### src/rtl/snn_pkg.sv
// Shared types and sizing helpers for the spiking-network readout blocks.
package snn_pkg;

   // Decoder phases: idle, collecting spikes, holding a result for the consumer.
   typedef enum logic [1:0] {
      IDLE   = 2'd0,
      WINDOW = 2'd1,
      REPORT = 2'd2
   } state_t;

   localparam int N_NEURONS_DEF = 4;
   localparam int T_WINDOW_DEF  = 250;

   // A first-time register holding this value means "has not spiked yet".
   localparam int T_SENTINEL = T_WINDOW_DEF;

   // Smallest time width that can hold the sentinel value T_WINDOW.
   function automatic int tw_for(input int t_window);
      return $clog2(t_window + 1);
   endfunction

   // Class index width; never below one bit.
   function automatic int cw_for(input int n_neurons);
      return (n_neurons < 2) ? 1 : $clog2(n_neurons);
   endfunction

endpackage

### src/rtl/spike_argmin.sv
// Combinational earliest-spike finder: minimum time among neurons that have
// spiked, with the lowest index winning a tie. Reports index 0 / time 0 when
// no neuron has spiked.
module spike_argmin #(
   parameter int N  = 4,
   parameter int TW = 8,
   parameter int CW = 2
) (
   input  logic [N-1:0][TW-1:0] times,
   input  logic [N-1:0]         seen,
   output logic [CW-1:0]        min_idx,
   output logic [TW-1:0]        min_time,
   output logic                 any_seen
);

   // Scan in index order; a strict less-than keeps the earlier index on ties.
   always_comb begin
      min_idx  = '0;
      min_time = '0;
      any_seen = 1'b0;
      for (int i = 0; i < N; i++) begin
         if (seen[i] && (!any_seen || (times[i] < min_time))) begin
            min_idx  = CW'(i);
            min_time = times[i];
            any_seen = 1'b1;
         end
      end
   end

endmodule

### src/rtl/spike_time_decoder.sv
// Time-to-first-spike readout: watches the output neurons for one window of
// enabled cycles, records each neuron's first spike time, and presents the
// earliest neuron (the winner) to the consumer.
//
// Result handshake: out_valid rises on the first REPORT cycle and out_class,
// out_time, out_none are stable while it is high. A transfer happens on a
// rising clk edge where out_valid && out_ready; out_valid drops the cycle
// after, data fields keep their last value, and out_valid never depends on
// out_ready.
module spike_time_decoder
   import snn_pkg::*;
#(
   parameter int N_NEURONS = N_NEURONS_DEF,
   parameter int T_WINDOW  = T_WINDOW_DEF,
   parameter int TW        = tw_for(T_WINDOW),
   parameter int CW        = cw_for(N_NEURONS)
) (
   input  logic                 clk,
   input  logic                 rst,
   input  logic                 en,
   input  logic                 start,
   input  logic [N_NEURONS-1:0] in_spike,
   output logic                 busy,
   output logic                 out_valid,
   input  logic                 out_ready,
   output logic [CW-1:0]        out_class,
   output logic [TW-1:0]        out_time,
   output logic                 out_none,
   output state_t               dbg_state
);

   localparam logic [TW-1:0] T_LAST = TW'(T_WINDOW - 1);
   localparam logic [TW-1:0] T_SENT = TW'(T_WINDOW);

   state_t                       state_q, state_d;
   logic [TW-1:0]                t_q, t_d;
   logic [N_NEURONS-1:0]         seen_q, seen_d;
   logic [N_NEURONS-1:0][TW-1:0] ft_q, ft_d;
   logic                         load_out;
   logic                         handshake;
   logic [CW-1:0]                am_idx;
   logic [TW-1:0]                am_time;
   logic                         am_any;

   assign handshake = (state_q == REPORT) && out_valid && out_ready;
   assign busy      = (state_q != IDLE);
   assign dbg_state = state_q;

   // The winner is taken from the next-state captures so that spikes on the
   // final window step take part in the result registered on REPORT entry.
   spike_argmin #(
      .N  (N_NEURONS),
      .TW (TW),
      .CW (CW)
   ) u_argmin (
      .times    (ft_d),
      .seen     (seen_d),
      .min_idx  (am_idx),
      .min_time (am_time),
      .any_seen (am_any)
   );

   // Next-state logic: window open, per-step first-spike capture, report exit.
   always_comb begin
      state_d  = state_q;
      t_d      = t_q;
      seen_d   = seen_q;
      ft_d     = ft_q;
      load_out = 1'b0;
      case (state_q)
         IDLE: begin
            if (start) begin
               state_d = WINDOW;
               t_d     = '0;
               seen_d  = '0;
               ft_d    = {N_NEURONS{T_SENT}};
            end
         end
         WINDOW: begin
            if (en) begin
               for (int i = 0; i < N_NEURONS; i++) begin
                  if (in_spike[i] && !seen_q[i]) begin
                     ft_d[i]   = t_q;
                     seen_d[i] = 1'b1;
                  end
               end
               if (t_q == T_LAST) begin
                  state_d  = REPORT;
                  load_out = 1'b1;
               end else begin
                  t_d = t_q + TW'(1);
               end
            end
         end
         REPORT: begin
            if (handshake) state_d = IDLE;
         end
         default: state_d = IDLE;
      endcase
   end

   // State, step counter and capture registers; reset drops any captures.
   always_ff @(posedge clk or negedge rst) begin
      if (!rst) begin
         state_q <= IDLE;
         t_q     <= '0;
         seen_q  <= '0;
         ft_q    <= {N_NEURONS{T_SENT}};
      end else begin
         state_q <= state_d;
         t_q     <= t_d;
         seen_q  <= seen_d;
         ft_q    <= ft_d;
      end
   end

   // Result registers: loaded on REPORT entry, valid cleared after transfer.
   always_ff @(posedge clk or negedge rst) begin
      if (!rst) begin
         out_valid <= 1'b0;
         out_class <= '0;
         out_time  <= '0;
         out_none  <= 1'b0;
      end else if (load_out) begin
         out_valid <= 1'b1;
         out_class <= am_idx;
         out_time  <= am_time;
         out_none  <= ~am_any;
      end else if (handshake) begin
         out_valid <= 1'b0;
      end
   end

endmodule
### config.mk
export PLATFORM = sky130hd
export DESIGN_NAME = spike_time_decoder
export DESIGN_NICKNAME = d
export VERILOG_FILES = /design/src/rtl/snn_pkg.sv /design/src/rtl/spike_argmin.sv /design/src/rtl/spike_time_decoder.sv
export SDC_FILE = /design/constraint.sdc
export NUM_CORES = 1
export LEC_CHECK = 0
export CAP_MARGIN = 20
export CORE_UTILIZATION = 30
export DETAILED_ROUTE_END_ITERATION = 10
export GPL_TIMING_DRIVEN = 0
export SETUP_SLACK_MARGIN = 0.02
export SLEW_MARGIN = 20
export SYNTH_ARGS = -nofsm -noshare
export SYNTH_HDL_FRONTEND = slang
export SYNTH_SLANG_ARGS = --single-unit
### constraint.sdc
create_clock -name clk -period 5.9 [get_ports clk]
set_input_delay 0.885 -clock clk [delete_from_list [all_inputs] [get_ports clk]]
set_output_delay 0.885 -clock clk [all_outputs]
set_load 0.02 [all_outputs]
==> reports/results.ini, run 1 <==
[routing]
dr.first_iter.drc_count=172
routed_wire_length_per_instance_um=17.3
antenna_violating_nets_post_route=0
drt-pass1-iter-count=4
wl_um=10100
drc=0
post_drt_via_cell_ratio=5.17
number_of_vias_in_the_routed_layout=2999

[sta]
clock-skew-final_ns=0.00939
timing.final.max_slew_violations=0
timing.slew.headroom_pct=48.1
post-route-min-period_ns=6.03
grt_setup_unrepaired=yes
setup_ws_ns=-0.134
layout_worst_path_cycle_share_pct=102
tightestPinTransition_ns=0.771
fin_hold_ws_ns=0.474
max_freq_ghz=0.166
final_hold_violations=0
report.final.setup_viol=10
setup_tns_ns=-1.09

[synth]
yosysUniqueCellTypes=58
postSynthNetCount=392
synth.yosys.seq_area_share_pct=43.6
count_of_flip_flops_with_a_built_in_enable_after_synthesis=0
synth.cell_area_mm2=0.00339
postSynthCellCount=360
postSynthRegisterBits=58
async_flop_share_pct=100
synth_area_per_cell_um2=9.43
yosys_most_used_dff=sky130_fd_sc_hd__dfrtp_1
yosys_warning_count=0

[placed_design]
io_buffer_count=23
post-dp-hpwl_um=6280
placed_cells_incl_taps=524
gp_routability_congestion=0.813

[power]
power_per_cell_area_mw_per_mm2=422
switching_share_pct=35.3
internal-power_mw=1.36
switching_power_uw=741
power.sequential.fraction_pct=26.3
leakagePower_nw=2.11
vdd.ir_drop.worst_v=0.000274
clock_power_share_pct=25.5
comb_power_share_pct=48.2

[cts]
cts_buffer_depth=2
cts_num_sinks=58
cts_inserted_buffers=9
path_clk_slew_ns=0.05
clock_tree.root_cell=sky130_fd_sc_hd__clkbuf_16
clock_insertion_delay_worst_skew_ns=0.32
clock_tree_from_tritoncts=built
cts-htree-levels=3

[setup_path]
critical_path.max_stage_delay_ns=0.39
critPathMaxFanout=7
crit_path_end_kind=flip-flop
timing_worst_setup_path_type=input port to flip-flop
required_ns=6.14
timing.critical_path.slowest_stage_cell=sky130_fd_sc_hd__a221oi_4
worst_ep_arrival_time_ns=6.28
start_kind=input port

[floorplanning]
placement_rows=38
fp.dieH_um=108
core_area_mm2=0.0109
initial_core_util_pct=31.0
die_area_mm2=0.0117
fp.dieW_um=108
pin_count=24

[cells_and_area]
flow.area_growth_from_synthesis_pct=46.6
drive_gt1_share_pct=37.7
stdcell_count=580
fin_nets=467
sequential_cell_area_mm2=0.00148
fillCellCount=1024
multi_input_comb_area_mm2=0.00224
antennaDiodeCount=0

[global_route]
via_count_of_the_first_global_routing_pass=3190
first_pass_grt_wire_length_um=16500
grt_overflow=0
grt.total_usage_pct=18.6
pin_count_of_the_biggest_net_entering_global_routing=58
antenna_violations_before_repair=0

[worst_hold_path]
hold_wc_path_type=flip-flop to flip-flop

[outcome]
failed_checks=negative setup slack
outcome=complete, but fails checks

[job]
timing.max_cap.violations=0

metrics by stage:
stage,setup WS (ns),utilization (%),instance area [µm²],power [mW]
after detailed placement,-1.58,35.5,3880,1.20
final,-0.134,45.5,4970,2.10
after global routing,-0.369,45.5,4970,2.23
after global placement,-1.47,35.3,3860,1.18
after floorplan,0.0348,-,3450,1.03
after CTS,-0.0373,44.4,4850,2.01
state kept, by name, indices dropped and copies added (netlist names):
name,cells
ft_q,32
out_valid,1
out_time,8
out_class,2
dbg_state,2
t_q,8
out_none,1
seen_q,4
cell usage in the layout, fill, tap and decap left out, types with 4 or more instances in the layout:
cell / instances
sky130_fd_sc_hd__dfrtp_1: 34
sky130_fd_sc_hd__mux2i_1: 6
sky130_fd_sc_hd__clkbuf_16: 9
sky130_fd_sc_hd__o21ai_1: 4
sky130_fd_sc_hd__nor2_1: 23
sky130_fd_sc_hd__buf_4: 35
sky130_fd_sc_hd__inv_1: 21
sky130_fd_sc_hd__o21bai_1: 6
sky130_fd_sc_hd__buf_6: 6
sky130_fd_sc_hd__inv_2: 4
sky130_fd_sc_hd__nand2_4: 5
sky130_fd_sc_hd__clkbuf_1: 9
sky130_fd_sc_hd__dfstp_2: 24
sky130_fd_sc_hd__mux2i_4: 6
sky130_fd_sc_hd__nand2_1: 44
sky130_fd_sc_hd__ha_1: 13
sky130_fd_sc_hd__a31oi_1: 4
sky130_fd_sc_hd__a21o_1: 5
sky130_fd_sc_hd__clkdlybuf4s50_1: 18
sky130_fd_sc_hd__buf_2: 4
sky130_fd_sc_hd__o22ai_2: 4
sky130_fd_sc_hd__nand2_2: 4
sky130_fd_sc_hd__o21ai_2: 8
sky130_fd_sc_hd__o22a_1: 12
sky130_fd_sc_hd__and2_1: 4
sky130_fd_sc_hd__ha_4: 9
sky130_fd_sc_hd__a21oi_4: 4
sky130_fd_sc_hd__nand3_1: 4
sky130_fd_sc_hd__nor3_1: 5
sky130_fd_sc_hd__nand4_1: 5
sky130_fd_sc_hd__o21ai_0: 10
sky130_fd_sc_hd__a21oi_1: 13
worst paths after layout:
path,end,start,cells past startpoint,slack [ns]
setup / recovery,out_time[6],en,31,-0.13
hold / removal,out_time[0],out_time[0],2,0.47
setup reg to reg,out_time[6],dbg_state[0],31,-0.07
hold reg to reg,out_time[0],out_time[0],2,0.47
max in group asynchronous,ft_q[30],rst,2,5.04
min in group asynchronous,ft_q[7],rst,1,0.53
power groups by stage:
stage,Sequential [mW],Combinational (mW),Clock (mW)
after detailed placement,0.550,0.650,0
after global placement,0.546,0.634,0
after CTS,0.549,0.922,0.544
final,0.551,1.01,0.534
after floorplan,0.531,0.501,0
after global routing,0.560,1.11,0.559
worst max-delay path, delay by kind of cell:
family / cells / cell delay, ns
multiplexers: 2 / 0.66
adder cells (fa/ha/maj): 3 / 0.66
AND/OR/NAND/NOR: 8 / 1.19
buffers and inverters: 5 / 0.74
AO/OA/AOI/OAI: 13 / 2.14
layout make-up:
class	count	area share, %
tap	140	3.52
buffer	13	1.51
clock inverter	2	0.704
multi-input combinational	263	45.1
timing repair buffer	63	11.7
inverter	26	2.01
sequential	58	29.8
clock buffer	14	5.51
timing repair inverter	1	0.151
cell usage after synthesis (3+ instances only):
cell type,n,area (µm²)
sky130_fd_sc_hd__nand2b_1,4,25.0
sky130_fd_sc_hd__dfrtp_1,34,851
sky130_fd_sc_hd__o22a_1,12,105
sky130_fd_sc_hd__and3_1,3,18.8
sky130_fd_sc_hd__and2_1,5,31.3
sky130_fd_sc_hd__inv_1,25,93.8
sky130_fd_sc_hd__o21ai_1,9,45.0
sky130_fd_sc_hd__or3_1,3,18.8
sky130_fd_sc_hd__xor2_1,3,26.3
sky130_fd_sc_hd__a21o_1,5,37.5
sky130_fd_sc_hd__dfstp_2,24,631
sky130_fd_sc_hd__o21bai_1,6,45.0
sky130_fd_sc_hd__nor2b_1,3,18.8
sky130_fd_sc_hd__o21ai_0,13,65.1
sky130_fd_sc_hd__nor2_1,24,90.1
sky130_fd_sc_hd__a31oi_1,4,25.0
sky130_fd_sc_hd__nor3_1,5,25.0
sky130_fd_sc_hd__nand2_1,52,195
sky130_fd_sc_hd__nand4_1,5,31.3
sky130_fd_sc_hd__o21a_1,4,30.0
sky130_fd_sc_hd__nand3_1,7,35.0
sky130_fd_sc_hd__ha_1,23,288
sky130_fd_sc_hd__a21oi_1,20,100
sky130_fd_sc_hd__mux2i_1,13,130
sky130_fd_sc_hd__o22ai_1,7,43.8
sky130_fd_sc_hd__clkbuf_1,9,33.8
repair_timing:
item,CTS,global route
buffers inserted,29,9
pin swaps,31,8
hold buffers,0,0
resized for setup,91,18
cloned,2,0
setup endpoints to repair,10,10
metal layers:
layer	up-vias	global-route usage, %	part of all wire [%]
met4	0	7.82	3.1
met3	21	3.32	3.9
met5	-	0	0
li1	1438	-	-
met1	1466	22.7	43
met2	74	32.3	50
logic make-up (layout without fill, tap and decap cells):
group	Yosys count	count (layout)	share of synthesized area, %
xor gates and xnor gates	4	4	1.03
AOI/OAI and AO/OA	100	100	20.8
muxes	15	15	4.61
DFF	58	58	43.6
and+or+nand+nor	121	121	16.8
adders and majority gates	23	23	8.48
buffers and inverters	39	119	4.72
Note: power is estimated with default switching activity, not from simulation.
==> run 2: changes to the inputs <==
--- a/config.mk
+++ b/config.mk
@@ -6,11 +6,16 @@
 export NUM_CORES = 1
 export LEC_CHECK = 0
 export CAP_MARGIN = 20
+export CELL_PAD_IN_SITES_DETAIL_PLACEMENT = 1
+export CELL_PAD_IN_SITES_GLOBAL_PLACEMENT = 2
 export CORE_UTILIZATION = 30
 export DETAILED_ROUTE_END_ITERATION = 10
 export GPL_TIMING_DRIVEN = 0
+export MAX_ROUTING_LAYER = met4
+export PLACE_DENSITY_LB_ADDON = 0.1
 export SETUP_SLACK_MARGIN = 0.02
 export SLEW_MARGIN = 20
 export SYNTH_ARGS = -nofsm -noshare
 export SYNTH_HDL_FRONTEND = slang
+export SYNTH_HIERARCHICAL = 1
 export SYNTH_SLANG_ARGS = --single-unit
==> run 2 against run 1 <==
- the flow still finishes with violations (negative setup slack)
- power grew 56%
- sequential share of layout area shrank 0.90 points
- largest power group unchanged
- cell count shrank 1.6%
- register-to-register slack gained 0.09 ns
- via count shrank 3.9%
- clock power is essentially flat
- clock-buffer cell count is the same
- sequential power grew 4.5%
- non-clock buffer count grew 6
- critical path depth is the same
- synthesized cell count shrank 4.7%
- wire length grew 8.4%
==> reports/results.ini, run 2 <==
[routing]
drt-pass1-iter-count=4  ; unchanged
routed_wire_length_per_instance_um=19.1  ; was 17.3 µm
post_drt_via_cell_ratio=5.05  ; was 5.17
wl_um=10900  ; was 10100 µm
drc=0  ; unchanged
number_of_vias_in_the_routed_layout=2881  ; was 2999
dr.first_iter.drc_count=93  ; was 172
antenna_violating_nets_post_route=0  ; unchanged

[cts]
path_clk_slew_ns=0.05  ; about the same
clock_insertion_delay_worst_skew_ns=0.33  ; was 0.32 ns
cts-htree-levels=3  ; unchanged
cts_inserted_buffers=9  ; unchanged
cts_num_sinks=58  ; unchanged
cts_hold_fix_bufs=0  ; unchanged
cts_buffer_depth=2  ; unchanged
clock_tree_from_tritoncts=built  ; unchanged
clock_tree.root_cell=sky130_fd_sc_hd__clkbuf_16  ; unchanged

[outcome]
failed_checks=negative setup slack  ; unchanged
outcome=complete, but fails checks  ; unchanged

[cells_and_area]
final_common_cell=sky130_fd_sc_hd__buf_4  ; was sky130_fd_sc_hd__nand2_1
fin_util_pct=45.2  ; was 45.5%
drive_gt1_share_pct=45.1  ; was 37.7%
antennaDiodeCount=0  ; unchanged
final_non_filler_cell_area_mm2=0.00513  ; was 0.00497 mm²
reg_top3=ft_q x32, out_time x8, t_q x8  ; unchanged
fin_nets=455  ; was 467
flow.area_growth_from_synthesis_pct=46.7  ; was 46.6%
most_frequent_cells_in_the_layout=38 x sky130_fd_sc_hd__buf_4, 34 x sky130_fd_sc_hd__inv_1, 33 x sky130_fd_sc_hd__dfrtp_1, 24 x sky130_fd_sc_hd__dfstp_2, 18 x sky130_fd_sc_hd__clkdlybuf4s50_1  ; was 44 x sky130_fd_sc_hd__nand2_1, 35 x sky130_fd_sc_hd__buf_4, 34 x sky130_fd_sc_hd__dfrtp_1, 24 x sky130_fd_sc_hd__dfstp_2, 23 x sky130_fd_sc_hd__nor2_1
stdcell_count=571  ; was 580
largest_reg_flops=32  ; unchanged
max_flop_register=ft_q  ; unchanged

[setup_path]
worstReg2RegStart=dbg_state[1]  ; was dbg_state[0]
crit_path_start=start  ; was en
crit_path_end_kind=flip-flop  ; unchanged
rr_endpoint=out_time[2]  ; was out_time[6]
timing_worst_setup_path_type=input port to flip-flop  ; unchanged
required_ns=6.12  ; was 6.14 ns
timing.critical_path.slowest_stage_cell=sky130_fd_sc_hd__mux2i_2  ; was sky130_fd_sc_hd__a221oi_4
r2r.worst_path.cells=31  ; unchanged
critPathMaxFanout=7  ; unchanged
rrSetupSlack_ns=0.02  ; was -0.07 ns
critical_path.max_stage_delay_ns=0.34  ; was 0.39 ns
critPathCapture=out_time[2]  ; was out_time[6]
worst_ep_arrival_time_ns=6.17  ; was 6.28 ns
start_kind=input port  ; unchanged

[synth]
synth.yosys.seq_area_share_pct=42.3  ; was 43.6%
yosysUniqueCellTypes=56  ; was 58
synth_area_per_cell_um2=10.2  ; was 9.43 µm²
postSynthCellCount=343  ; was 360
post-synth-top-area-cell=sky130_fd_sc_hd__dfrtp_1  ; unchanged
netlist.area_leader.share_pct=24.3  ; was 25.1%
postSynthRegisterBits=58  ; unchanged
synth.cell_area_mm2=0.00350  ; was 0.00339 mm²
synth.top_cells.by_area=sky130_fd_sc_hd__dfrtp_1 24%, sky130_fd_sc_hd__dfstp_2 18%, sky130_fd_sc_hd__ha_1 8.2%, sky130_fd_sc_hd__mux2i_1 7.4%, sky130_fd_sc_hd__inv_1 4.1%  ; was sky130_fd_sc_hd__dfrtp_1 25%, sky130_fd_sc_hd__dfstp_2 19%, sky130_fd_sc_hd__ha_1 8.5%, sky130_fd_sc_hd__nand2_1 5.8%, sky130_fd_sc_hd__mux2i_1 3.8%
yosys.cell_count.top_type=sky130_fd_sc_hd__inv_1  ; was sky130_fd_sc_hd__nand2_1
synth_top_cells_by_count=38 x sky130_fd_sc_hd__inv_1, 34 x sky130_fd_sc_hd__dfrtp_1, 26 x sky130_fd_sc_hd__mux2i_1  ; was 52 x sky130_fd_sc_hd__nand2_1, 34 x sky130_fd_sc_hd__dfrtp_1, 25 x sky130_fd_sc_hd__inv_1
count_of_flip_flops_with_a_built_in_enable_after_synthesis=0  ; unchanged
yosys_warning_count=6  ; was 0
postSynthNetCount=375  ; was 392
async_flop_share_pct=100  ; unchanged
yosys_most_used_dff=sky130_fd_sc_hd__dfrtp_1  ; unchanged

[floorplanning]
initial_core_util_pct=30.8  ; was 31.0%
pin_count=24  ; unchanged
fp.dieH_um=110  ; was 108 µm
die_area_mm2=0.0121  ; was 0.0117 mm²
placement_rows=39  ; was 38
core_area_mm2=0.0114  ; was 0.0109 mm²
fp.dieW_um=110  ; was 108 µm

[power]
leakagePower_nw=2.22  ; was 2.11 nW
switching_share_pct=39.0  ; was 35.3%
vdd.ir_drop.worst_v=0.000293  ; was 0.000274 V
switching_power_mw=1.27  ; was 741 µW
internal-power_mw=1.99  ; was 1.36 mW
power_per_cell_area_mw_per_mm2=636  ; was 422 mW/mm²
power.sequential.fraction_pct=17.7  ; was 26.3%
comb_power_share_pct=66.1  ; was 48.2%
clock_power_share_pct=16.3  ; was 25.5%
power.total_mw=3.26  ; was 2.10 mW

[sta]
tightestPinTransition_ns=0.872  ; was 0.771 ns
post-route-min-period_ns=5.95  ; was 6.03 ns
fin_hold_ws_ns=0.466  ; was 0.474 ns
setup_ws_ns=-0.0541  ; was -0.134 ns
setup_tns_ns=-0.251  ; was -1.09 ns
grt_setup_unrepaired=yes  ; unchanged
final_hold_violations=0  ; unchanged
timing.slew.headroom_pct=41.9  ; was 48.1%
clock-skew-final_ns=0.00620  ; was 0.00939 ns
max_freq_ghz=0.168  ; was 0.166 GHz
layout_worst_path_cycle_share_pct=101  ; was 102%
report.final.setup_viol=8  ; was 10
timing.final.max_slew_violations=0  ; unchanged

[job]
timing.max_cap.violations=0  ; unchanged

[placed_design]
io_buffer_count=23  ; unchanged
placed_cells_incl_taps=510  ; was 524
detailedPlace.worstSlack_ns=-1.75  ; was -1.58 ns
placed_cell_area_mm2=0.00395  ; was 0.00388 mm²
post-dp-hpwl_um=7380  ; was 6280 µm
gp_routability_congestion=0.778  ; was 0.813

[global_route]
pin_count_of_the_biggest_net_entering_global_routing=35  ; was 58
antenna_violations_before_repair=0  ; unchanged
grt_overflow=0  ; unchanged
grt.total_usage_pct=20.3  ; was 18.6%
via_count_of_the_first_global_routing_pass=3019  ; was 3190
first_pass_grt_wire_length_um=16900  ; was 16500 µm

[worst_hold_path]
hold_wc_path_type=input port to asynchronous set/reset pin  ; was flip-flop to flip-flop

run 2: logic make-up (layout without fill, tap and decap cells):
logic type,count (synthesis),in the layout,share of synthesized area [%]
multiplexers,37,37,11.1
AND/OR/NAND/NOR,91,91,14.7
AO/OA/AOI/OAI,83,83,17.4
buffers and inverters,51,136,6.26
adder cells (fa/ha/maj),23,23,8.22
flip-flops,58,58,42.3
run 2: per-layer routing:
metal	vias up	wire [µm]	track usage (%)
li1	1383	-	-
met1	1465	5100	25.4
met2	27	5410	32.9
met3	6	286	4.35
met4	0	103	5.90
met5	-	0	-
run 2: how the worst min path moves through the flow:
stage	slack (ns)	cells after the start	endpoint
3_5_place_dp	0.48	1	out_time[3]
5_1_grt	0.49	1	t_q[2]
4_1_cts	0.48	1	t_q[3]
6_report	0.47	1	t_q[3]
3_3_place_gp	0.47	1	out_time[6]
2_1_floorplan	0.52	2	ft_q[2]
run 2: worst max-delay path: cells and delay by family:
family	cells	cell delay [ns]
AND/OR/NAND/NOR	8	0.92
adder cells (fa/ha/maj)	3	0.81
AO/OA/AOI/OAI	10	1.72
multiplexers	4	0.97
buffers and inverters	6	0.86
run 2: what timing repair did:
action / 4_1_cts / 5_1_grt
setup endpoints to repair: 10 / 10
pin swaps: 30 / 32
gates cloned: 1 / 0
gates resized for setup: 99 / 25
buffers inserted: 33 / 12
run 2: area by class of cell:
| cell class | count | area, µm² |
|---|---|---|
| inverter | 38 | 143 |
| tap | 143 | 179 |
| sequential | 58 | 1480 |
| multi-input combinational | 234 | 2280 |
| timing repair buffer | 70 | 663 |
| clock buffer | 14 | 264 |
| fill | 1239 | 6240 |
| buffer | 12 | 85.1 |
| clock inverter | 2 | 35.0 |
run 2: power by group through the flow:
stage,Sequential (mW),Combinational [mW],Clock (mW)
2_1_floorplan,0.573,1.04,0
6_report,0.576,2.16,0.531
5_1_grt,0.588,2.34,0.564
4_1_cts,0.578,1.92,0.547
3_3_place_gp,0.580,1.37,0
3_5_place_dp,0.583,1.38,0
==> run 3: changes to the inputs <==
--- a/config.mk
+++ b/config.mk
@@ -8,6 +8,7 @@
 export CAP_MARGIN = 20
 export CELL_PAD_IN_SITES_DETAIL_PLACEMENT = 1
 export CELL_PAD_IN_SITES_GLOBAL_PLACEMENT = 2
+export CORE_MARGIN = 5
 export CORE_UTILIZATION = 30
 export DETAILED_ROUTE_END_ITERATION = 10
 export GPL_TIMING_DRIVEN = 0
==> run 3 against run 2 <==
- the run still ends with negative setup slack left
- fmax decreased by 0.44%
- clock-buffer cell count decreased by 2
- die area increased by 15%
- clock skew increased by 0.0036 ns
- non-clock buffer count increased by 8
- cell count increased by 1.4%
- sequential power about the same
- sequential cell count unchanged
- clock power increased by 13%
- combinational power increased by 9.7%
- first-iteration DRC count decreased by 3.2%
- critical path type unchanged
- largest cell class unchanged
- highest routed layer unchanged
==> reports/results.ini, run 3 (synthesis gave the netlist of run 2 again) <==
[cells_and_area]
antennaDiodeCount=0  ; unchanged
stdcell_count=579  ; was 571
largest_reg_flops=32  ; unchanged
most_frequent_cells_in_the_layout=47 x sky130_fd_sc_hd__buf_4, 35 x sky130_fd_sc_hd__inv_1, 33 x sky130_fd_sc_hd__dfrtp_1, 24 x sky130_fd_sc_hd__dfstp_2, 18 x sky130_fd_sc_hd__clkdlybuf4s50_1  ; was 38 x sky130_fd_sc_hd__buf_4, 34 x sky130_fd_sc_hd__inv_1, 33 x sky130_fd_sc_hd__dfrtp_1, 24 x sky130_fd_sc_hd__dfstp_2, 18 x sky130_fd_sc_hd__clkdlybuf4s50_1
multi_input_comb_area_mm2=0.00239  ; was 0.00228 mm²
sequential_cell_area_mm2=0.00148  ; unchanged
flow.area_growth_from_synthesis_pct=52.3  ; was 46.7%
max_flop_register=ft_q  ; unchanged
fillCellCount=1225  ; was 1239
reg_top3=ft_q x32, out_time x8, t_q x8  ; unchanged
final_non_filler_cell_area_mm2=0.00533  ; was 0.00513 mm²
fin_nets=463  ; was 455
drive_gt1_share_pct=48.2  ; was 45.1%
final_common_cell=sky130_fd_sc_hd__buf_4  ; unchanged

[setup_path]
worst_ep_arrival_time_ns=6.20  ; was 6.17 ns
timing.critical_path.slowest_stage_cell=sky130_fd_sc_hd__mux2i_4  ; was sky130_fd_sc_hd__mux2i_2
critical_path.max_stage_delay_ns=0.27  ; was 0.34 ns
start_kind=input port  ; unchanged
crit_path_start=en  ; was start
worstReg2RegStart=dbg_state[1]  ; unchanged
crit_path_end_kind=flip-flop  ; unchanged
required_ns=6.12  ; about the same
timing_worst_setup_path_type=input port to flip-flop  ; unchanged
critPathMaxFanout=7  ; unchanged
rrSetupSlack_ns=-0.02  ; was 0.02 ns

[outcome]
failed_checks=negative setup slack  ; unchanged
outcome=complete, but fails checks  ; unchanged

[floorplanning]
fp.dieH_um=118  ; was 110 µm
placement_rows=39  ; unchanged
die_area_mm2=0.0139  ; was 0.0121 mm²
initial_core_util_pct=30.6  ; was 30.8%
fp.dieW_um=118  ; was 110 µm
pin_count=24  ; unchanged
core_area_mm2=0.0114  ; about the same

[worst_hold_path]
hold_wc_path_type=input port to asynchronous set/reset pin  ; unchanged

[cts]
cts_num_sinks=58  ; unchanged
clock_tree_from_tritoncts=built  ; unchanged
cts_inserted_buffers=9  ; unchanged
path_clk_slew_ns=0.06  ; was 0.05 ns
clock_tree.root_cell=sky130_fd_sc_hd__clkbuf_16  ; unchanged
cts-htree-levels=3  ; unchanged
clock_insertion_delay_worst_skew_ns=0.33  ; about the same
cts_hold_fix_bufs=0  ; unchanged
cts_buffer_depth=2  ; unchanged

[power]
clock_power_share_pct=16.9  ; was 16.3%
leakagePower_nw=2.29  ; was 2.22 nW
switching_share_pct=38.0  ; was 39.0%
power.sequential.fraction_pct=16.3  ; was 17.7%
internal-power_mw=2.20  ; was 1.99 mW
power_per_cell_area_mw_per_mm2=666  ; was 636 mW/mm²
vdd.ir_drop.worst_v=0.000328  ; was 0.000293 V
comb_power_share_pct=66.9  ; was 66.1%
switching_power_mw=1.35  ; was 1.27 mW

[sta]
max_freq_ghz=0.167  ; was 0.168 GHz
clock-skew-final_ns=0.00982  ; was 0.00620 ns
tightestPinTransition_ns=0.814  ; was 0.872 ns
setup_ws_ns=-0.0803  ; was -0.0541 ns
final_hold_violations=0  ; unchanged
grt_setup_unrepaired=yes  ; unchanged
post-route-min-period_ns=5.98  ; was 5.95 ns
timing.slew.headroom_pct=45.7  ; was 41.9%
timing.final.max_slew_violations=0  ; unchanged
layout_worst_path_cycle_share_pct=101  ; about the same
report.final.setup_viol=8  ; unchanged

[routing]
dr.first_iter.drc_count=90  ; was 93
post_drt_via_cell_ratio=5.08  ; was 5.05
drt-pass1-iter-count=4  ; unchanged
number_of_vias_in_the_routed_layout=2941  ; was 2881
routed_wire_length_per_instance_um=19.7  ; was 19.1 µm
antenna_violating_nets_post_route=0  ; unchanged
wl_um=11400  ; was 10900 µm
drc=0  ; unchanged

[global_route]
grt_overflow=0  ; unchanged
antenna_violations_before_repair=0  ; unchanged
pin_count_of_the_biggest_net_entering_global_routing=34  ; was 35
grt.total_usage_pct=17.3  ; was 20.3%
globalRouteMet2Util_pct=27.4  ; was 32.9%
first_pass_grt_wire_length_um=18000  ; was 16900 µm
grt_use_met3_pct=2.98  ; was 4.35%
grt.busiest_layer=met2  ; unchanged
groute.layer.met1.usage_pct=22.3  ; was 25.4%
via_count_of_the_first_global_routing_pass=3096  ; was 3019

[placed_design]
placed_cells_incl_taps=510  ; unchanged
placed_cell_area_mm2=0.00395  ; unchanged
post-dp-hpwl_um=7380  ; about the same
gp_routability_congestion=0.748  ; was 0.778
io_buffer_count=23  ; unchanged

[job]
timing.max_cap.violations=0  ; unchanged

==> run 3: cell count changes in the layout (fill, tap and decap cells not counted), moves of 3 or more <==
| cell | before | now |
|---|---|---|
| sky130_fd_sc_hd__buf_4 | 38 | 47 |
| sky130_fd_sc_hd__clkbuf_1 | 5 | 2 |
| sky130_fd_sc_hd__mux2i_1 | 16 | 13 |
| sky130_fd_sc_hd__mux2i_4 | 9 | 12 |
==> run 3: area by class of cell <==
type	count	share of cell area (%)
Multi-Input combinational cell	234	44.9
Sequential cell	58	27.8
Timing Repair Buffer	78	13.3
Clock buffer	12	5.00
Tap cell	143	3.36
Inverter	38	2.68
Buffer	12	1.60
Clock inverter	4	1.36
==> run 3: worst max-delay path: cells and delay by family <==
family                     cells  cell delay [ns]
AOI/OAI and AO/OA             10             1.49
adders and majority gates      3             0.57
and+or+nand+nor                8             0.97
muxes                          4             0.88
buffers and inverters         10             1.39
==> run 3: metrics by stage <==
stage               power (mW)  setup WS [ns]  util, %  TNS (ns)  hold slack [ns]
global placement          1.95          -1.62     34.5    -15.62            0.469
global route              3.79         -0.376     46.7     -3.54            0.493
floorplan                 1.61         0.0503        -         0            0.516
CTS                       3.29         0.0226     44.3         0            0.480
finish                    3.55        -0.0803     46.7    -0.576            0.467
detailed placement        1.96          -1.66     34.6    -15.85            0.474
==> run 3: what timing repair did <==
item,4_1_cts,5_1_grt
gates cloned,1,0
resized for setup,104,34
setup buffers,40,14
pin swaps,36,38
setup endpoints to repair,10,10
==> run 3: path summary, 6_finish.rpt <==
path | endpoint | cells past startpoint
max in group asynchronous | ft_q[14] | 2
worst min register to register | out_class[0] | 1
worst max-delay path | out_time[1] | 35
worst max register to register | out_time[1] | 32
min in group clk | out_class[0] | 1
worst min-delay path | t_q[3] | 1
==> run 3: power by group through the flow <==
stage | Combinational, mW | Clock, mW | Sequential [mW]
finish | 2.37 | 0.599 | 0.579
global placement | 1.37 | 0 | 0.581
global route | 2.58 | 0.629 | 0.587
CTS | 2.10 | 0.612 | 0.579
floorplan | 1.04 | 0 | 0.573
detailed placement | 1.38 | 0 | 0.584
==> run 3: layer usage <==
metal	part of all wire [%]	wire (µm)
met4	1.8	207
met1	47	5340
met2	49	5590
met3	2.2	253
met5	0	0
